[src/rtl/ps2_pkg.sv]
// Shared types for the PS/2 keyboard receiver: the frame-state enum, the
// scancode prefix bytes and the 10-bit key event stored in the event FIFO.
package ps2_pkg;

    typedef enum logic [1:0] {
        IDLE,
        DATA,
        PARITY,
        STOP
    } frame_state_e;

    localparam logic [7:0] PS2_PREFIX_EXT = 8'hE0;
    localparam logic [7:0] PS2_PREFIX_BRK = 8'hF0;

    typedef struct packed {
        logic       ext;
        logic       brk;
        logic [7:0] code;
    } ps2_event_t;

    localparam int PS2_EVENT_W = $bits(ps2_event_t);

    // PS/2 uses odd parity: data bits plus parity bit hold an odd number of ones.
    function automatic logic odd_parity_ok(input logic [7:0] data, input logic par);
        return ^{data, par};
    endfunction

endpackage

[src/rtl/ps2_kbd_rx_if.sv]
// Event channel between the frame decoder (master) and the event FIFO
// (slave): a push port for decoded events and a first-word-fall-through head.
interface ps2_kbd_rx_if #(
    parameter int W = 10
);
    logic         push;
    logic [W-1:0] push_data;
    logic         pop;
    logic [W-1:0] head;
    logic         valid;
    logic         overflow;

    modport master (output push, push_data, pop, input head, valid, overflow);
    modport slave  (input push, push_data, pop, output head, valid, overflow);
endinterface

[src/rtl/ps2_event_fifo.sv]
// First-word-fall-through event FIFO. Pointers carry one extra wrap bit so
// full and empty fall out of a pointer compare. A push into a full FIFO is
// dropped (sticky overflow) unless a pop frees the slot in the same cycle.
module ps2_event_fifo #(
    parameter int WIDTH = 10,
    parameter int DEPTH = 4
) (
    input  logic         clk,
    input  logic         reset,
    ps2_kbd_rx_if.slave  ev
);
    localparam int AW = (DEPTH > 1) ? $clog2(DEPTH) : 1;

    logic [WIDTH-1:0] mem [DEPTH];
    logic [AW:0]      wr_ptr;
    logic [AW:0]      rd_ptr;
    logic             empty;
    logic             full;
    logic             do_wr;
    logic             do_rd;
    logic             ovf;

    assign empty = (wr_ptr == rd_ptr);
    assign full  = (wr_ptr[AW] != rd_ptr[AW]) && (wr_ptr[AW-1:0] == rd_ptr[AW-1:0]);
    assign do_rd = ev.pop && !empty;
    assign do_wr = ev.push && (!full || do_rd);

    // Pointer update and sticky overflow on a dropped push.
    always_ff @(posedge clk) begin
        if (!reset) begin
            wr_ptr <= '0;
            rd_ptr <= '0;
            ovf    <= 1'b0;
        end else begin
            if (do_wr) wr_ptr <= wr_ptr + 1'b1;
            if (do_rd) rd_ptr <= rd_ptr + 1'b1;
            if (ev.push && full && !do_rd) ovf <= 1'b1;
        end
    end

    // Storage write; contents need no reset because empty masks them.
    always_ff @(posedge clk) begin
        if (do_wr) mem[wr_ptr[AW-1:0]] <= ev.push_data;
    end

    assign ev.head     = mem[rd_ptr[AW-1:0]];
    assign ev.valid    = !empty;
    assign ev.overflow = ovf;

endmodule

[src/rtl/ps2_kbd_rx.sv]
// PS/2 keyboard receiver: glitch-filters ps2clk, decodes 11-bit frames,
// folds E0/F0 prefixes into flags and queues {ext,brk,code} key events.
// Optional build macro PS2_KBD_TIMEOUT_EN adds a mid-frame stall abort.
module ps2_kbd_rx
    import ps2_pkg::*;
#(
    parameter int FILT_LEN       = 8,
    parameter int FIFO_DEPTH     = 4,
    parameter int TIMEOUT_CYCLES = 100000
) (
    input  logic       clk_100MHz,
    input  logic       reset,
    input  logic       ps2clk,
    input  logic       ps2data,
    output logic [7:0] key_code,
    output logic       key_ext,
    output logic       key_break,
    output logic       key_valid,
    input  logic       key_ready,
    output logic       overflow,
    output logic       parity_err,
    output logic       frame_err
);
    localparam int HALF = FILT_LEN / 2;

    logic [FILT_LEN-1:0] filt;
    logic                fall_edge;
    frame_state_e        state;
    logic [2:0]          bit_cnt;
    logic [7:0]          shreg;
    logic                par_bit;
    logic                ext_flag;
    logic                brk_flag;
    logic                push;
    ps2_event_t          push_evt;
    ps2_event_t          head_evt;
    logic                timeout_hit;
    logic                byte_good;

    ps2_kbd_rx_if #(.W(PS2_EVENT_W)) ev ();

    // Shift raw ps2clk in; newest sample in bit 0.
    always_ff @(posedge clk_100MHz) begin
        if (!reset) filt <= '0;
        else        filt <= {filt[FILT_LEN-2:0], ps2clk};
    end

    // A falling edge needs a full half-window of highs followed by a full
    // half-window of lows, so short pulses never qualify. True for one cycle.
    assign fall_edge = (&filt[FILT_LEN-1:HALF]) & ~(|filt[HALF-1:0]);

    assign byte_good = ps2data && odd_parity_ok(shreg, par_bit);

`ifdef PS2_KBD_TIMEOUT_EN
    localparam int TO_W = $clog2(TIMEOUT_CYCLES + 1);
    logic [TO_W-1:0] to_cnt;

    // Measure time since the last falling edge while a frame is open.
    always_ff @(posedge clk_100MHz) begin
        if (!reset)                                          to_cnt <= '0;
        else if (state == IDLE || fall_edge || timeout_hit)  to_cnt <= '0;
        else                                                 to_cnt <= to_cnt + 1'b1;
    end

    assign timeout_hit = (state != IDLE) && !fall_edge &&
                         (to_cnt == TO_W'(TIMEOUT_CYCLES - 1));
`else
    // No stall abort in this build; constant 0 for any legal TIMEOUT_CYCLES.
    assign timeout_hit = (TIMEOUT_CYCLES < 0);
`endif

    // Frame FSM with prefix tracking and registered push/error pulses.
    always_ff @(posedge clk_100MHz) begin
        if (!reset) begin
            state      <= IDLE;
            bit_cnt    <= '0;
            shreg      <= '0;
            par_bit    <= 1'b0;
            ext_flag   <= 1'b0;
            brk_flag   <= 1'b0;
            push       <= 1'b0;
            push_evt   <= '0;
            parity_err <= 1'b0;
            frame_err  <= 1'b0;
        end else begin
            push       <= 1'b0;
            parity_err <= 1'b0;
            frame_err  <= 1'b0;
            if (timeout_hit) begin
                state     <= IDLE;
                ext_flag  <= 1'b0;
                brk_flag  <= 1'b0;
                frame_err <= 1'b1;
            end else if (fall_edge) begin
                case (state)
                    IDLE: begin
                        if (!ps2data) begin
                            state   <= DATA;
                            bit_cnt <= '0;
                        end
                    end
                    DATA: begin
                        shreg   <= {ps2data, shreg[7:1]};
                        bit_cnt <= bit_cnt + 1'b1;
                        if (bit_cnt == 3'd7) state <= PARITY;
                    end
                    PARITY: begin
                        par_bit <= ps2data;
                        state   <= STOP;
                    end
                    STOP: begin
                        state <= IDLE;
                        if (!odd_parity_ok(shreg, par_bit)) parity_err <= 1'b1;
                        if (!ps2data)                       frame_err  <= 1'b1;
                        if (!byte_good) begin
                            ext_flag <= 1'b0;
                            brk_flag <= 1'b0;
                        end else if (shreg == PS2_PREFIX_EXT) begin
                            ext_flag <= 1'b1;
                        end else if (shreg == PS2_PREFIX_BRK) begin
                            brk_flag <= 1'b1;
                        end else begin
                            push          <= 1'b1;
                            push_evt.ext  <= ext_flag;
                            push_evt.brk  <= brk_flag;
                            push_evt.code <= shreg;
                            ext_flag      <= 1'b0;
                            brk_flag      <= 1'b0;
                        end
                    end
                    default: state <= IDLE;
                endcase
            end
        end
    end

    assign ev.push      = push;
    assign ev.push_data = push_evt;
    assign ev.pop       = key_ready & ev.valid;

    ps2_event_fifo #(
        .WIDTH (PS2_EVENT_W),
        .DEPTH (FIFO_DEPTH)
    ) u_fifo (
        .clk   (clk_100MHz),
        .reset (reset),
        .ev    (ev)
    );

    // Head fields read as zero whenever no event is present.
    assign head_evt  = ev.head;
    assign key_valid = ev.valid;
    assign key_code  = ev.valid ? head_evt.code : 8'h00;
    assign key_ext   = ev.valid & head_evt.ext;
    assign key_break = ev.valid & head_evt.brk;
    assign overflow  = ev.overflow;

endmodule

[config.mk]
export PLATFORM = sky130hd
export DESIGN_NAME = ps2_kbd_rx
export DESIGN_NICKNAME = d
export VERILOG_FILES = /design/src/rtl/ps2_pkg.sv /design/src/rtl/ps2_kbd_rx_if.sv /design/src/rtl/ps2_event_fifo.sv /design/src/rtl/ps2_kbd_rx.sv
export SDC_FILE = /design/constraint.sdc
export NUM_CORES = 1
export LEC_CHECK = 0
export BUFFER_PORTS_ARGS = -buffer_cell sky130_fd_sc_hd__buf_4
export CAP_MARGIN = 20
export CELL_PAD_IN_SITES_DETAIL_PLACEMENT = 1
export CELL_PAD_IN_SITES_GLOBAL_PLACEMENT = 2
export CORE_AREA = 2 2 83 125
export CTS_CLUSTER_SIZE = 40
export DETAILED_ROUTE_END_ITERATION = 6
export DIE_AREA = 0 0 85 127
export GPL_TIMING_DRIVEN = 1
export PLACE_DENSITY_LB_ADDON = 0.1
export SLEW_MARGIN = 25
export SYNTH_ARGS = -nofsm -noshare
export SYNTH_HDL_FRONTEND = slang
export SYNTH_HIERARCHICAL = 1
export SYNTH_SLANG_ARGS = --single-unit
[constraint.sdc]
create_clock -name clk_100MHz -period 2.2 [get_ports clk_100MHz]
set_input_delay 0.44 -clock clk_100MHz [delete_from_list [all_inputs] [get_ports clk_100MHz]]
set_output_delay 0.44 -clock clk_100MHz [all_outputs]
set_load 0.03 [all_outputs]
==> results of run 1 <==
-- placed cells by master, fill, tap and decap left out, types with 2 or more instances in the layout --
master,netlist,layout
sky130_fd_sc_hd__buf_4,0,20
sky130_fd_sc_hd__and2_1,24,17
sky130_fd_sc_hd__o21ai_1,2,2
sky130_fd_sc_hd__dfxtp_4,0,2
sky130_fd_sc_hd__o21ai_0,2,2
sky130_fd_sc_hd__o31ai_1,11,11
sky130_fd_sc_hd__ha_1,11,11
sky130_fd_sc_hd__xnor2_1,7,7
sky130_fd_sc_hd__mux4_2,10,10
sky130_fd_sc_hd__buf_6,3,12
sky130_fd_sc_hd__and2_4,1,11
sky130_fd_sc_hd__nand2_1,9,9
sky130_fd_sc_hd__clkbuf_16,0,9
sky130_fd_sc_hd__mux2i_1,10,10
sky130_fd_sc_hd__clkbuf_1,6,2
sky130_fd_sc_hd__bufinv_16,0,3
sky130_fd_sc_hd__nor3_1,2,2
sky130_fd_sc_hd__a22oi_1,2,2
sky130_fd_sc_hd__inv_1,6,6
sky130_fd_sc_hd__dfxtp_1,46,40
sky130_fd_sc_hd__nor2_1,17,17
sky130_fd_sc_hd__nand4_1,11,11
sky130_fd_sc_hd__edfxtp_1,40,40
sky130_fd_sc_hd__xor2_1,6,4
sky130_fd_sc_hd__nand3_1,7,7
sky130_fd_sc_hd__a21oi_1,14,14
sky130_fd_sc_hd__dfxtp_2,0,4
-- cell usage after synthesis, types with 3 or more instances --
cell type                  count  area share [%]
sky130_fd_sc_hd__xnor2_1       7             1.7
sky130_fd_sc_hd__mux2i_1      10             2.8
sky130_fd_sc_hd__dfxtp_1      46              26
sky130_fd_sc_hd__nand2_1       9            0.94
sky130_fd_sc_hd__nor2_1       17             1.8
sky130_fd_sc_hd__a21oi_1      14             1.9
sky130_fd_sc_hd__nand4_1      11             1.9
sky130_fd_sc_hd__mux4_2       10             6.3
sky130_fd_sc_hd__and2_1       24             4.2
sky130_fd_sc_hd__and2_2        3            0.63
sky130_fd_sc_hd__edfxtp_1     40              33
sky130_fd_sc_hd__xor2_1        6             1.5
sky130_fd_sc_hd__ha_1         11             3.8
sky130_fd_sc_hd__o31ai_1      11             2.3
sky130_fd_sc_hd__clkbuf_1      6            0.63
sky130_fd_sc_hd__inv_1         6            0.63
sky130_fd_sc_hd__nand3_1       7            0.97
sky130_fd_sc_hd__buf_6         3            0.94
-- timing repair --
| action | in CTS | in global routing |
|---|---|---|
| cloned | 1 | 0 |
| gates resized for setup | 13 | 17 |
| endpoints found under the hold margin | 0 | 0 |
| buffers inserted | 1 | 2 |
| pin swaps | 1 | 3 |
| setup endpoints to repair | 10 | 10 |
-- routing by layer --
metal | global-route usage (%) | part of all wire (%) | up-vias
li1 | - | - | 1059
met1 | 15.2 | 41 | 1054
met2 | 25.3 | 56 | 22
met3 | 3.10 | 2.1 | 7
met4 | 5.04 | 1.4 | 0
met5 | 0 | 0 | -
-- registers in the layout (all words and copies together) (netlist names), named ones only --
signal,count
parity_err,1
shreg,8
frame_err,1
bit_cnt,3
u_fifo/rd_ptr,3
ext_flag,1
u_fifo/wr_ptr,3
state,2
ev.push_data,10
u_fifo/mem,40
u_fifo/ev.overflow,1
ev.push,1
brk_flag,1
filt,8
par_bit,1
-- through the flow --
step / TNS, ns / area (µm²) / hold slack [ns] / setup slack (ns)
final: 0 / 4340 / 0.323 / 0.0495
after detailed placement: 0 / 3870 / 0.444 / 0.116
after global routing: -0.00355 / 4340 / 0.318 / -0.00190
after CTS: 0 / 4280 / 0.310 / 0.00338
after global placement: 0 / 3870 / 0.446 / 0.135
after floorplan: -1.06 / 3630 / 0.430 / -0.0318
-- logic make-up (layout without fill, tap and decap cells) --
family | Yosys count | after routing
AOI/OAI and AO/OA | 37 | 37
xor gates and xnor gates | 15 | 15
buffers and inverters | 22 | 55
muxes | 20 | 20
adders and majority gates | 11 | 11
DFF | 86 | 86
and+or+nand+nor | 85 | 85
-- path summary, 6_finish.rpt --
| path | slack (ns) | from | endpoint |
|---|---|---|---|
| max | 0.05 | u_fifo/rd_ptr[0] | key_code[1] |
| max reg2reg | 0.08 | u_fifo/rd_ptr[0] | u_fifo/mem[1][5] |
| min reg2reg | 0.46 | filt[6] | filt[7] |
| min | 0.32 | ps2clk | filt[0] |
-- layout make-up --
class | count | share of cell area, %
Inverter | 6 | 0.519
Clock inverter | 5 | 2.45
Clock buffer | 11 | 5.36
Multi-Input combinational cell | 168 | 32.3
Timing Repair Buffer | 33 | 6.92
Tap cell | 115 | 3.32
Sequential cell | 86 | 49.2
-- power breakdown --
part	internal, mW	switching (mW)
registers	1.66	0.00164
clock network	1.11	0.582
logic	0.0105	0.0251
==> key figures, run 1 <==
Final layout
  • End-of-flow core utilization: 45.1%
  • Combined area of the multi-input logic cells: 0.00140 mm²
  • Final cell count without fillers: 424
  • Storage element area: 0.00213 mm²
  • Diodes inserted: 0
  • Share of layout cells above drive strength 1: roughly 27%
  • P&R area growth vs syn: 20.5%
  • # fillers: 996
  • # nets final: between 300 and 400

Worst setup path
  • Combined buffer and inverter count along the critical path: 2
  • Capturing element type of the critical path: output port
  • Most used cell along the critical path: sky130_fd_sc_hd__buf_6
  • CP Data Required Time: 1.76 ns
  • Chain of cells forming the critical path: xor2_4, or3_4, buf_6, and2_4, buf_6
  • Crit Path Category: reg2out
  • Master of the slowest instance on the critical path: sky130_fd_sc_hd__or3_4
  • Element type at the critical path start: register
  • Logic depth of the worst register-to-register path: 5
  • Peak fanout along the critical path: 6
  • Slowest Stage Delay on Critical Path: 0.42 ns
  • Number of cells on the critical path: 5
  • Data arrival time of the critical path: 1.71 ns
  • Worst path top cell family by delay: simple AND/OR/NAND/NOR gates

Drt
  • Total vias in the final route: 2142
  • Average wire per standard cell: 16.3 µm
  • Final WL: 6920 µm
  • Starting DRC count in detailed routing: 67
  • Ratio of routed vias to standard cells: roughly 5.1
  • Initial DRT Pass Iterations: 4
  • Remaining design rule violation count: 0
  • Final antenna-violating net count: 0

Synth
  • Netlist Area Pre-Place: around 0.0036 mm²
  • Syn. warnings: 6
  • Simple-gate share of the synthesized area: 13.3%
  • Dominant combinational cell family by area after synthesis: simple AND/OR/NAND/NOR gates
  • Compound-gate portion of the synthesized area: between 6 and 7%
  • Fraction of registers with async set or reset after synthesis: 0%
  • Synth Flop Type: sky130_fd_sc_hd__dfxtp_1
  • Post-synthesis cell count: 276
  • Flops & latches, synth: 86
  • Count of cell types in the netlist: 46
  • Avg Inst Size Synth: roughly 13 µm²
  • Proportion of synthesized chip area in sequential cells: 58.9%
  • Post-synth EDFFs: 40
  • Syn_nets: 292
  • Xor/xnor cell area share of the yosys netlist: 4.27%
  • Post-synthesis mux area share: 9.03%
  • Adder-cell share of the synthesized area: 3.82%

Pwr
  • Pleak: 1.74 nW
  • Power Density: 781 mW/mm²
  • Sum of internal, switching and leakage power: between 3 and 4 mW
  • Peak ir drop on the vdd network: 0.000444 V

Floorplan
  • Vertical die dimension: 127 µm
  • Die footprint: 0.0108 mm²
  • Cell row count: 44
  • Placeable Area: 0.00963 mm²
  • Initial core utilization: 37.4%
  • I/O pin cnt: 19
  • Die X-Extent: 85 µm

Clock network
  • Count of clock tree sinks: 86
  • TritonCTS Buffers: 9
  • H-tree levels: 3
  • Insertion delay of the later-clocked pin in the worst-skew pair: ~0.33 ns
  • Clock transition at path regs: 0.06 ns
  • Clock tree root driver cell: sky130_fd_sc_hd__clkbuf_16
  • Clock Tree Buf Depth: 2
  • TritonCTS clock tree: yes
  • Number of buffers inserted for hold repair after clock tree synthesis: 0

Global route
  • Total global-route track usage: a little over an eighth
  • Global-route wire length before repair: 11400 µm
  • Total congestion overflow after global routing: 0
  • Number of antenna violations at the first check in global routing: 0
  • Number of global-route vias before repair: 2274
  • Pin count of the biggest net entering global routing: 25

STA
  • Upper clock frequency limit: 465 MHz
  • Period utilization: 97.8%
  • Worst Max-Slew Pin Slew: 0.447 ns
  • Crit path time final: 2.15 ns
  • Max-slew violations: 0
  • Worst clock skew: 0.00557 ns
  • Count of endpoints failing setup in the final report: 0
  • Hold Violations, Final: 0
  • Worst slew margin: between 60% and 70%

Placement
  • Count of input and output buffers: 18
  • Final RePlAce weighted congestion: roughly 0.7
  • Cell count after placement: 404
  • Dpl hpwl: around 5000 µm

Flow run
  • Maximum Capacitance Violations: 0

Outcome
  • Result of the run: finished clean

Min path
  • Hold Path Cell Cnt: 2
  • HP Class: in2reg
Power figures use the tool's default switching activity.
==> run 2, diff against run 1 <==
--- a/config.mk
+++ b/config.mk
@@ -9,10 +9,10 @@
 export CAP_MARGIN = 20
 export CELL_PAD_IN_SITES_DETAIL_PLACEMENT = 1
 export CELL_PAD_IN_SITES_GLOBAL_PLACEMENT = 2
-export CORE_AREA = 2 2 83 125
+export CORE_AREA = 2 2 92 112
 export CTS_CLUSTER_SIZE = 40
 export DETAILED_ROUTE_END_ITERATION = 6
-export DIE_AREA = 0 0 85 127
+export DIE_AREA = 0 0 94 114
 export GPL_TIMING_DRIVEN = 1
 export PLACE_DENSITY_LB_ADDON = 0.1
 export SLEW_MARGIN = 25
==> run 2 against run 1 <==
Sequential cell count unchanged; largest cell class unchanged; critical endpoint unchanged; cell area fell by 1.3%; clock power fell by 18%; die area is 0.73% lower; hold slack got worse by 0.014 ns; maximum frequency is essentially flat; critical path type unchanged.
==> key figures, run 2 (synthesized netlist as in run 1, its figures left out) <==
Drt
  • Final antenna-violating net count: 0 (unchanged)
  • Average wire per standard cell: 16.3 µm (+0.14%)
  • Remaining design rule violation count: 0 (unchanged)
  • Initial DRT Pass Iterations: 4 (unchanged)
  • Starting DRC count in detailed routing: 58 (-13%)
  • Final WL: 7080 µm (+2.3%)
  • Total vias in the final route: 2163 (+0.98%)
  • Ratio of routed vias to standard cells: 5.00 (-1.1%)

Pwr
  • Gate power share: 1.1% (about the same)
  • Pleak: 1.70 nW (-2.5%)
  • Proportion of power drawn by flip-flops and latches: 53.6% (+4.7 points)
  • Peak ir drop on the vdd network: 0.000449 V (+1.2%)
  • Switching Power: 0.663 mW (+8.8%)
  • Pint: 2.43 mW (-13%)
  • Sum of internal, switching and leakage power: 3.09 mW (-8.9%)
  • Power Density: 721 mW/mm² (-7.7%)
  • Clock network fraction of total power: 45.3% (-4.7 points)
  • Sw Share: 21.4% (+3.5 points)

Clock network
  • TritonCTS clock tree: yes
  • Clock Tree Buf Depth: 2 (unchanged)
  • Clock transition at path regs: 0.06 ns (about the same)
  • Clock tree root driver cell: sky130_fd_sc_hd__clkbuf_16
  • H-tree levels: 3 (unchanged)
  • Count of clock tree sinks: 86 (unchanged)
  • TritonCTS Buffers: 9 (unchanged)
  • Insertion delay of the later-clocked pin in the worst-skew pair: 0.34 ns (about the same)

STA
  • Final Worst Setup Slack: 0.0504 ns (+0.000880 ns)
  • Worst clock skew: 0.00499 ns (-0.000573 ns)
  • Final Hold Slack: 0.309 ns (-0.0135 ns)
  • Count of endpoints failing setup in the final report: 0 (unchanged)
  • Hold Violations, Final: 0 (unchanged)
  • RSZ-0062 raised after global routing: false
  • Worst Max-Slew Pin Slew: 0.783 ns (+0.337 ns)
  • Max-slew violations: 0 (unchanged)
  • Period utilization: 97.7% (about the same)
  • Upper clock frequency limit: 465 MHz (about the same)
  • Worst slew margin: 47.7% (-22 points)
  • Crit path time final: 2.15 ns (-0.000880 ns)

Floorplan
  • Vertical die dimension: 114 µm (-10%)
  • Die footprint: 0.0107 mm² (-0.73%)
  • Placeable Area: 0.00976 mm² (+1.3%)
  • Initial core utilization: 36.9% (-0.48 points)
  • I/O pin cnt: 19 (unchanged)
  • Cell row count: 40 (-9.1%)
  • Die X-Extent: 94 µm (+11%)

Placement
  • Dpl hpwl: 4910 µm (-1.2%)
  • Final RePlAce weighted congestion: 0.732 (+5.6%)
  • Setup WS pre-CTS: 0.110 ns (-0.00621 ns)
  • Count of input and output buffers: 18 (unchanged)
  • Cell count after placement: 413 (+2.2%)

Global route
  • Pin count of the biggest net entering global routing: 25 (unchanged)
  • Number of global-route vias before repair: 2319 (+2.0%)
  • Global-route wire length before repair: 11800 µm (+3.1%)
  • Total congestion overflow after global routing: 0 (unchanged)
  • Total global-route track usage: 14.4% (+0.69 points)
  • Number of antenna violations at the first check in global routing: 0 (unchanged)

Final layout
  • # fillers: 1036 (+4.0%)
  • Most used cells in the layout excluding fill and tap cells: sky130_fd_sc_hd__dfxtp_1, sky130_fd_sc_hd__edfxtp_1, sky130_fd_sc_hd__buf_4
  • Share of layout cells above drive strength 1: 27.0% (-0.15 points)
  • Final cell count without fillers: 433 (+2.1%)
  • Diodes inserted: 0 (unchanged)
  • # nets final: 318 (-0.63%)
  • P&R area growth vs syn: 19.0%
  • Max reg flops: 40 (unchanged)

Worst setup path
  • Peak fanout along the critical path: 6 (unchanged)
  • Data arrival time of the critical path: 1.71 ns (about the same)
  • Worst setup path startpoint: u_fifo/wr_ptr[2]
  • Capturing element type of the critical path: output port
  • CP Data Required Time: 1.76 ns (about the same)
  • Crit Path Category: reg2out
  • Element type at the critical path start: register
  • Worst r2r src: u_fifo/wr_ptr[2]

Flow run
  • Maximum Capacitance Violations: 0 (unchanged)

Min path
  • Worst hold start: ps2clk
  • HP Class: in2reg

Outcome
  • Result of the run: finished clean
## run 2: path summary, 6_finish.rpt
| kind | endpoint | slack, ns | depth (start not counted) |
|---|---|---|---|
| setup reg to reg | u_fifo/mem[3][1] | 0.08 | 5 |
| setup / recovery | key_code[1] | 0.05 | 5 |
| hold / removal | filt[0] | 0.31 | 2 |
| hold reg to reg | filt[5] | 0.47 | 1 |
## run 2: area by class of cell
class	instances	area (µm²)	share of cell area, %
multi-input cells	168	1410	32.8
well taps	126	158	3.68
flip-flops and latches	86	2140	50.0
repair buffers	31	282	6.57
inverters	6	22.5	0.526
clock inverters	7	48.8	1.14
clock buffers	9	225	5.26
## run 2: stage by stage
stage          utilization (%)  TNS [ns]  cell area [µm²]
6_report                  43.9         0             4290
5_1_grt                   43.9         0             4290
4_1_cts                   42.6         0             4160
3_5_place_dp              39.7         0             3870
3_3_place_gp              39.7         0             3870
2_1_floorplan                -     -1.06             3630
## run 2: timing repair
action | 4_1_cts | 5_1_grt
gates resized for setup | 4 | 29
buffers inserted | 0 | 3
gates cloned | 0 | 1
hold endpoints to repair | 0 | 0
hold buffers | 0 | 0
pin swaps | 1 | 4
endpoints found under the setup margin | 10 | 10
## run 2: worst max-delay path, cell delays in order (launching register included)
cell and delay, ns:
sky130_fd_sc_hd__dfxtp_4 0.36, sky130_fd_sc_hd__xor2_2 0.18, sky130_fd_sc_hd__or3_4 0.42, sky130_fd_sc_hd__buf_6 0.15
sky130_fd_sc_hd__and2_4 0.13, sky130_fd_sc_hd__buf_6 0.13
## run 2: power by group through the flow
stage	registers, mW	clock network, mW	logic (mW)
final	1.66	1.40	0.0348
after global routing	1.65	1.50	0.0399
after CTS	1.66	1.43	0.0357
after detailed placement	1.70	0	0.0358
after global placement	1.70	0	0.0358
after floorplan	1.70	0	0.0265
## run 2: layer usage
metal	share of wire, %	wire length [µm]	up-vias	track usage (%)
met2	52	3650	24	24.3
met4	2.2	159	0	7.63
met1	44	3130	1069	17.8
li1	-	-	1060	-
met5	0	0	-	0
met3	1.9	137	10	2.11
